<file path="config.mk">
export PLATFORM = sky130hd
export DESIGN_NAME = axis_frame_aligner
export DESIGN_NICKNAME = d
export VERILOG_FILES = /design/src/rtl/axis_frame_aligner.sv
export SDC_FILE = /design/constraint.sdc
export NUM_CORES = 1
export LEC_CHECK = 0
export BUFFER_PORTS_ARGS = -buffer_cell sky130_fd_sc_hd__buf_4
export CAP_MARGIN = 15
export CORE_ASPECT_RATIO = 1.2
export CORE_UTILIZATION = 45
export CTS_CLUSTER_DIAMETER = 200
export CTS_CLUSTER_SIZE = 16
export DETAILED_ROUTE_END_ITERATION = 16
export PLACE_DENSITY_LB_ADDON = 0.15
export SLEW_MARGIN = 20
export SYNTH_ARGS = -nofsm -noshare
export SYNTH_HDL_FRONTEND = slang
export SYNTH_SLANG_ARGS = --single-unit
export TNS_END_PERCENT = 1
</file>
<file path="constraint.sdc">
create_clock -name axi_clk -period 6.37 [get_ports axi_clk]
set_input_delay 1.5925 -clock axi_clk [delete_from_list [all_inputs] [get_ports axi_clk]]
set_output_delay 1.5925 -clock axi_clk [all_outputs]
set_load 0.01 [all_outputs]
</file>
<file path="src/rtl/axis_frame_aligner.sv">
// Re-times a camera AXI-Stream onto a fixed W x H raster: waits for SOF, pads
// short lines, truncates long ones and regenerates tuser/tlast for the VDMA.
module axis_frame_aligner #(
  parameter int          FRAME_WIDTH  = 640,
  parameter int          FRAME_HEIGHT = 480,
  parameter logic [31:0] PAD_PIXEL    = 32'h000000FF
) (
  input  logic        axi_clk,
  input  logic        aresetn,
  input  logic [31:0] s_axis_tdata,
  input  logic        s_axis_tvalid,
  output logic        s_axis_tready,
  input  logic        s_axis_tuser,
  input  logic        s_axis_tlast,
  output logic [31:0] m_axis_tdata,
  output logic        m_axis_tvalid,
  input  logic        m_axis_tready,
  output logic        m_axis_tuser,
  output logic        m_axis_tlast,
  output logic [15:0] frame_count,
  output logic [15:0] line_err_count,
  output logic [15:0] sof_err_count
);

  typedef enum logic [1:0] {WAIT_SOF, PASS, PAD, DISCARD} state_e;

  localparam logic [11:0] COL_LAST = 12'(FRAME_WIDTH - 1);
  localparam logic [11:0] ROW_LAST = 12'(FRAME_HEIGHT - 1);
  localparam logic [15:0] CNT_MAX  = 16'hFFFF;

  state_e      state_q, state_d;
  logic [11:0] col_q, col_d;
  logic [11:0] row_q, row_d;
  logic        disc_wait_q, disc_wait_d;
  logic        run_q;
  logic [31:0] tdata_q, tdata_d;
  logic        tvalid_q, tvalid_d;
  logic        tuser_q, tuser_d;
  logic        tlast_q, tlast_d;
  logic [15:0] frame_cnt_q, frame_cnt_d;
  logic [15:0] line_err_q, line_err_d;
  logic [15:0] sof_err_q, sof_err_d;

  logic        load_ok;
  logic        s_ready;
  logic        accept;
  logic        take_beat;
  logic        pad_emit;
  logic        emit;
  logic [11:0] e_col;
  logic [11:0] e_row;
  logic        frame_inc;
  logic        line_inc;
  logic        sof_inc;

  assign load_ok = !tvalid_q || m_axis_tready;
  assign accept  = s_axis_tvalid && s_ready;

  // NOTE: every signal driven here gets a default first so no latch is inferred.
  always_comb begin
    state_d     = state_q;
    col_d       = col_q;
    row_d       = row_q;
    disc_wait_d = disc_wait_q;
    tdata_d     = tdata_q;
    tuser_d     = tuser_q;
    tlast_d     = tlast_q;
    tvalid_d    = m_axis_tready ? 1'b0 : tvalid_q;
    s_ready     = 1'b0;
    take_beat   = 1'b0;
    pad_emit    = 1'b0;
    frame_inc   = 1'b0;
    line_inc    = 1'b0;
    sof_inc     = 1'b0;

    // A tuser beat may only be taken when the output register can load; a
    // plain beat in WAIT_SOF/DISCARD is dropped and never needs the output.
    unique case (state_q)
      WAIT_SOF: begin
        s_ready = run_q && (load_ok || !s_axis_tuser);
        if (accept && s_axis_tuser) take_beat = 1'b1;
      end
      PASS: begin
        s_ready = load_ok;
        if (accept) take_beat = 1'b1;
      end
      PAD: begin
        if (load_ok) pad_emit = 1'b1;
      end
      DISCARD: begin
        s_ready = load_ok || !s_axis_tuser;
        if (accept) begin
          if (s_axis_tuser)      take_beat = 1'b1;
          else if (s_axis_tlast) state_d   = disc_wait_q ? WAIT_SOF : PASS;
        end
      end
      default: state_d = WAIT_SOF;
    endcase

    emit  = take_beat || pad_emit;
    e_col = (take_beat && s_axis_tuser) ? 12'd0 : col_q;
    e_row = (take_beat && s_axis_tuser) ? 12'd0 : row_q;

    if (take_beat && s_axis_tuser && (col_q != 12'd0 || row_q != 12'd0)) sof_inc = 1'b1;

    if (emit) begin
      tvalid_d = 1'b1;
      tdata_d  = pad_emit ? PAD_PIXEL : s_axis_tdata;
      tuser_d  = (e_col == 12'd0) && (e_row == 12'd0);
      tlast_d  = (e_col == COL_LAST);
      if (e_col == COL_LAST) begin
        col_d = 12'd0;
        if (e_row == ROW_LAST) begin
          row_d       = 12'd0;
          frame_inc   = 1'b1;
          disc_wait_d = 1'b1;
        end else begin
          row_d       = e_row + 12'd1;
          disc_wait_d = 1'b0;
        end
        // A long line ends here on the output side; its tail is dropped in DISCARD.
        if (take_beat && !s_axis_tlast) begin
          line_inc = 1'b1;
          state_d  = DISCARD;
        end else begin
          state_d  = (e_row == ROW_LAST) ? WAIT_SOF : PASS;
        end
      end else begin
        col_d = e_col + 12'd1;
        row_d = e_row;
        if (take_beat && s_axis_tlast) begin
          line_inc = 1'b1;
          state_d  = PAD;
        end else begin
          state_d  = pad_emit ? PAD : PASS;
        end
      end
    end

    frame_cnt_d = (frame_inc && frame_cnt_q != CNT_MAX) ? frame_cnt_q + 16'd1 : frame_cnt_q;
    line_err_d  = (line_inc  && line_err_q  != CNT_MAX) ? line_err_q  + 16'd1 : line_err_q;
    sof_err_d   = (sof_inc   && sof_err_q   != CNT_MAX) ? sof_err_q   + 16'd1 : sof_err_q;
  end

  // NOTE: sequential state uses non-blocking assignments so all registers update together.
  always_ff @(posedge axi_clk or negedge aresetn) begin
    if (!aresetn) begin
      state_q     <= WAIT_SOF;
      col_q       <= '0;
      row_q       <= '0;
      disc_wait_q <= 1'b0;
      run_q       <= 1'b0;
      tdata_q     <= '0;
      tvalid_q    <= 1'b0;
      tuser_q     <= 1'b0;
      tlast_q     <= 1'b0;
      frame_cnt_q <= '0;
      line_err_q  <= '0;
      sof_err_q   <= '0;
    end else begin
      state_q     <= state_d;
      col_q       <= col_d;
      row_q       <= row_d;
      disc_wait_q <= disc_wait_d;
      run_q       <= 1'b1;
      tdata_q     <= tdata_d;
      tvalid_q    <= tvalid_d;
      tuser_q     <= tuser_d;
      tlast_q     <= tlast_d;
      frame_cnt_q <= frame_cnt_d;
      line_err_q  <= line_err_d;
      sof_err_q   <= sof_err_d;
    end
  end

  assign s_axis_tready  = s_ready;
  assign m_axis_tdata   = tdata_q;
  assign m_axis_tvalid  = tvalid_q;
  assign m_axis_tuser   = tuser_q;
  assign m_axis_tlast   = tlast_q;
  assign frame_count    = frame_cnt_q;
  assign line_err_count = line_err_q;
  assign sof_err_count  = sof_err_q;

endmodule
</file>
Yosys cells after proc, flatten, opt, wreduce, memory -nomap -nowiden --
Index checks and enable logic that the tools add are counted.
Storage, ports and cells: word-level logic and storage cells 90, input bits 38, register bits after elaboration 111, output and inout bits 84
Operators by class: mux-type cells 35, reduce and logical (&&, ||, !) cells 29, $add $sub $neg 5, eq/ne operators 9
Operators with widths (number):
- $mux W12 | 5
- $add A16 B1 Y16 const B | 3
- $ne A16 B16 Y1 const B | 3
- $mux W32 | 1
- $add A12 B1 Y12 const B | 2
- $logic_not A12 Y1 | 2
- $reduce_bool A12 Y1 | 2
- $mux W1 | 18
- $mux W2 | 9
- $eq A12 B10 Y1 const B | 1
- $eq A12 B9 Y1 const B | 1
- $logic_and A1 B1 Y1 | 11
- $reduce_bool A2 Y1 | 4
- $pmux W1 S3 | 2
- $eq A2 B2 Y1 const B | 2
- $logic_or A1 B1 Y1 | 4
- $reduce_and A4 Y1 | 1
- $logic_not A1 Y1 | 3
- $eq A2 B1 Y1 const B | 1
- $logic_not A2 Y1 | 1
- $ne A2 B1 Y1 const B | 1
- $reduce_and A2 Y1 | 1

Logic depth before layout (Yosys ltp) --
depth in word-level cells 16, depth in mapped cells 15, mapped depth without buffers 11

Least setup slack after synthesis --
No wires, ideal clock.
path type input-to-reg, start input m_axis_tready, end register line_err_q[1], in the netlist line_err_count[1], arrival 4322 ps, data required time 6245 ps, cell stages on the path 14, path slack 1923 ps, library setup time 125 ps, path buffers 4, cell sequence nand2b_1 > o2111ai_2 > clkbuf_1 > clkbuf_1 > nand2_1 > inv_1 > ha_1 > and4_1 > and4_1 > buf_4 > a21boi_2 > o211ai_4 > buf_12 > mux2_4
On the way: cells in the longest elaborated chain, start to end 14, elaborated cells between the ends (all ways) 23, those cells by class 1 x eq/ne; 12 x mux; 10 x reduce/logical
RTL lines:
- from (decl) | RTL line 17 | input logic m_axis_tready,
- $logic_or A1 B1 Y1 (*) | RTL line 56 | assign load_ok = !tvalid_q || m_axis_tready;
- $logic_or A1 B1 Y1 | RTL line 80, 91
- $logic_and A1 B1 Y1 | RTL line 80 | s_ready = run_q && (load_ok || !s_axis_tuser);
- $pmux W1 S3 | RTL line 78 | unique case (state_q)
- $logic_and A1 B1 Y1 | RTL line 57 | assign accept = s_axis_tvalid && s_ready;
- $logic_and A1 B1 Y1 | RTL line 81 | if (accept && s_axis_tuser) take_beat = 1'b1;
- $mux W1 | RTL line 81
- $pmux W1 S3 | RTL line 78
- $logic_and A1 B1 Y1 | RTL line 101 | e_col = (take_beat && s_axis_tuser) ? 12'd0 : col_q;
- $mux W12 | RTL line 101
- $eq A12 B10 Y1 | RTL line 111 | if (e_col == COL_LAST) begin
- $mux W1 | RTL line 111
- $mux W1 (*) | RTL line 106 | if (emit) begin
- $logic_and A1 B1 Y1 (*) | RTL line 141 | line_err_d = (line_inc && line_err_q != CNT_MAX) ? line_err_q + 16'd1 : line_err_q;
- to (signal assigned) | RTL line 171 | line_err_q <= line_err_d;
- to (decl) | RTL line 41 | logic [15:0] line_err_q, line_err_d;
Mark *: on every way between the ends. The rest lies on a longest branch, timed or not. A chain may end at the register's enable or synchronous reset.

Worst setup path after layout --
Ends and elaborated chain as after synthesis.

==> qor.yml <==
run:
  maxCapViolations: 0
clock_tree:
  cts_resized: 0
  insertion_delay_ns: 0.35
  cts_hold_buf: 0
  clock_sinks: 111
  clkTransAtPathRegs_ns: 0.07
  cts_buffer_depth: 2
  root_buffer: "clkbuf_16"
  cts_tree: "done"
  post_cts_buffers: 0
  htree_levels: 3
  cts_made_buffers: 9
timing:
  slew_headroom_pct: 40.7
  rsz0062_at_grt: "no"
  slew_violations: 0
  worst_slew_pin_slew_ns: 0.890
  final-setup-viol-count: 0
  hold_viol_final: 0
  fin_crit_ns: 4.24
  worst_clock_skew_ns: 0.00964
  hold_ws_ns: 0.482
  clock.fmax_mhz: 236
  finalSetupTns_ns: 0
  min_period_over_period_pct: 66.6
floorplan:
  io_pins: 122
  die_width_um: 103
  initial_core_util_pct: 46.8
  num_rows: 43
  die_h_um: 123
  dieArea_um2: 12700
  core_um2: 11700
finish:
  final_common_cell: "buf_4"
  final_cell_mix: "buf_4, nand2_1, dfrtp_1"
  multi_input_comb_area_um2: 2560
  nets: 734
  layoutNonFillerInstCount: 851
  fin_area_um2: 6870
  antenna_cells: 0
  seq_area_um2: 2780
  drive_gt1_share_pct: 24.1
  area_growth_pct: 25.1
  n_fill_cell: 1045
pwr:
  finalPower_uw: 2410
  pwr_density_cell_nw_per_um2: 350
  peakVddDrop_mv: 0.145
  power.leakage_uw: 0.00331
placement:
  place_area_um2: 6520
  io_buffer_count: 121
  dp_cells: 834
  place.gp.congestion: 0.785
  dp_hpwl_um: 8960
grt:
  gr-usage-met3_pct: 3.34
  grt_max_degree: 79
  top_usage_layer: "met2"
  use_met2_pct: 34.2
  gr-total-overflow: 0
  grt_pass1_wl_um: 20800
  grt_pass1_vias: 4292
  antenna_found_initial: 0
  grt_use_met1_pct: 28.6
  track_usage_pct: 21.0
synthesis:
  synth.net_count: 620
  avgSynthCellArea_um2: 9.55
  syn_inst: 575
  seq_area_frac_synth_pct: 50.6
  synth-main-ff-cell: "dfrtp_1"
  synth_edf_count: 0
  syn_area_um2: 5490
  synth_cell_types: 55
  synth-seq-cells: 111
  async_flop_share_pct: 100
  synth_warnings: 0
setup_path:
  start_kind: "input port"
  crit_path_end_kind: "register"
  arrival_ns: 4.49
  required_ns: 6.61
  cp_max_fo: 26
  critical_path_class: "input port to register"
routing:
  drc: 0
  drtAntennaViolNets: 0
  routed_wl_um: 12900
  wire_per_inst_um: 15.1
  drt_iter0_markers: 234
  via_count: 4593
  first_pass_iters: 4
  viasPerCell: 5.40
hold_path:
  hp-class: "register to register"
outcome:
  status: "finished, final reports clean"
## critical path: stages
cell	delay, ns
buf_4	0.11
nand2b_1	0.22
o2111ai_2	0.13
buf_4	0.31
and2_1	0.20
ha_1	0.19
and4_1	0.33
and4_1	0.39
a21boi_2	0.12
o211ai_4	0.52
mux2_4	0.35
## layout make-up
class | instances | share of cell area (%)
tap | 157 | 2.86
inverter | 14 | 0.765
sequential | 111 | 40.4
clock buffer | 10 | 3.33
multi-input combinational | 427 | 37.3
clock inverter | 6 | 1.33
timing repair buffer | 126 | 14.0
## logic make-up (layout without fill, tap and decap cells)
group / after synthesis / after routing / synth area share (%)
AO/OA/AOI/OAI: 92 / 92 / 10.4
multiplexers: 4 / 4 / 0.865
adder cells (fa/ha/maj): 7 / 7 / 1.59
flip-flops: 111 / 111 / 50.6
other: 1 / 1 / 0.0683
XOR/XNOR: 47 / 47 / 7.49
buffers and inverters: 37 / 156 / 2.98
AND/OR/NAND/NOR: 276 / 276 / 26.0
## Yosys cell counts, drive strengths merged, types with 12 or more instances
library cell	number	share of area, %
a21oi	31	2.8
nor4	13	2.4
o21ai	31	2.9
clkbuf	18	1.3
xnor2	15	2.4
dfrtp	111	51
nand3	38	3.5
xor2	32	5.1
and3	12	1.4
nor2	31	2.3
nand2	119	8.1
nor3	18	2.3
nand4	23	3.2
inv	14	0.96
## routing by layer
layer | wire length, µm | vias to the layer above | part of all wire (%)
li1 | - | 2225 | -
met1 | 5810 | 2224 | 45
met2 | 6220 | 132 | 48
met3 | 661 | 12 | 5.1
met4 | 185 | 0 | 1.4
met5 | 0 | - | 0
## registers in the layout (all words and copies together) (netlist names)
name / flops
state_q: 2
row_q: 12
sof_err_count: 16
line_err_count: 16
m_axis_tlast: 1
run_q: 1
m_axis_tdata: 32
col_q: 12
frame_count: 16
m_axis_tvalid: 1
disc_wait_q: 1
m_axis_tuser: 1
## final timing paths
kind | start | end | slack (ns) | depth (start not counted)
worst max-delay path | m_axis_tready | line_err_count[1] | 2.13 | 11
worst min-delay path | sof_err_count[6] | sof_err_count[6] | 0.48 | 1
worst max register to register | state_q[0] | line_err_count[1] | 3.13 | 9
worst min register to register | sof_err_count[6] | sof_err_count[6] | 0.48 | 1
max in group asynchronous | aresetn | m_axis_tdata[15] | 4.09 | 3
min in group asynchronous | aresetn | line_err_count[6] | 1.18 | 1
## power by group
part	switching, µW	internal [µW]
logic	447	352
registers	131	867
clock network	262	348
total	840	1570
## through the flow
stage | util, % | setup slack, ns
floorplan | - | 1.92
global placement | 55.6 | 1.87
detailed placement | 55.6 | 1.79
CTS | 58.3 | 2.13
global route | 58.6 | 1.93
finish | 58.6 | 2.13
(Power assumes the default switching activity.)
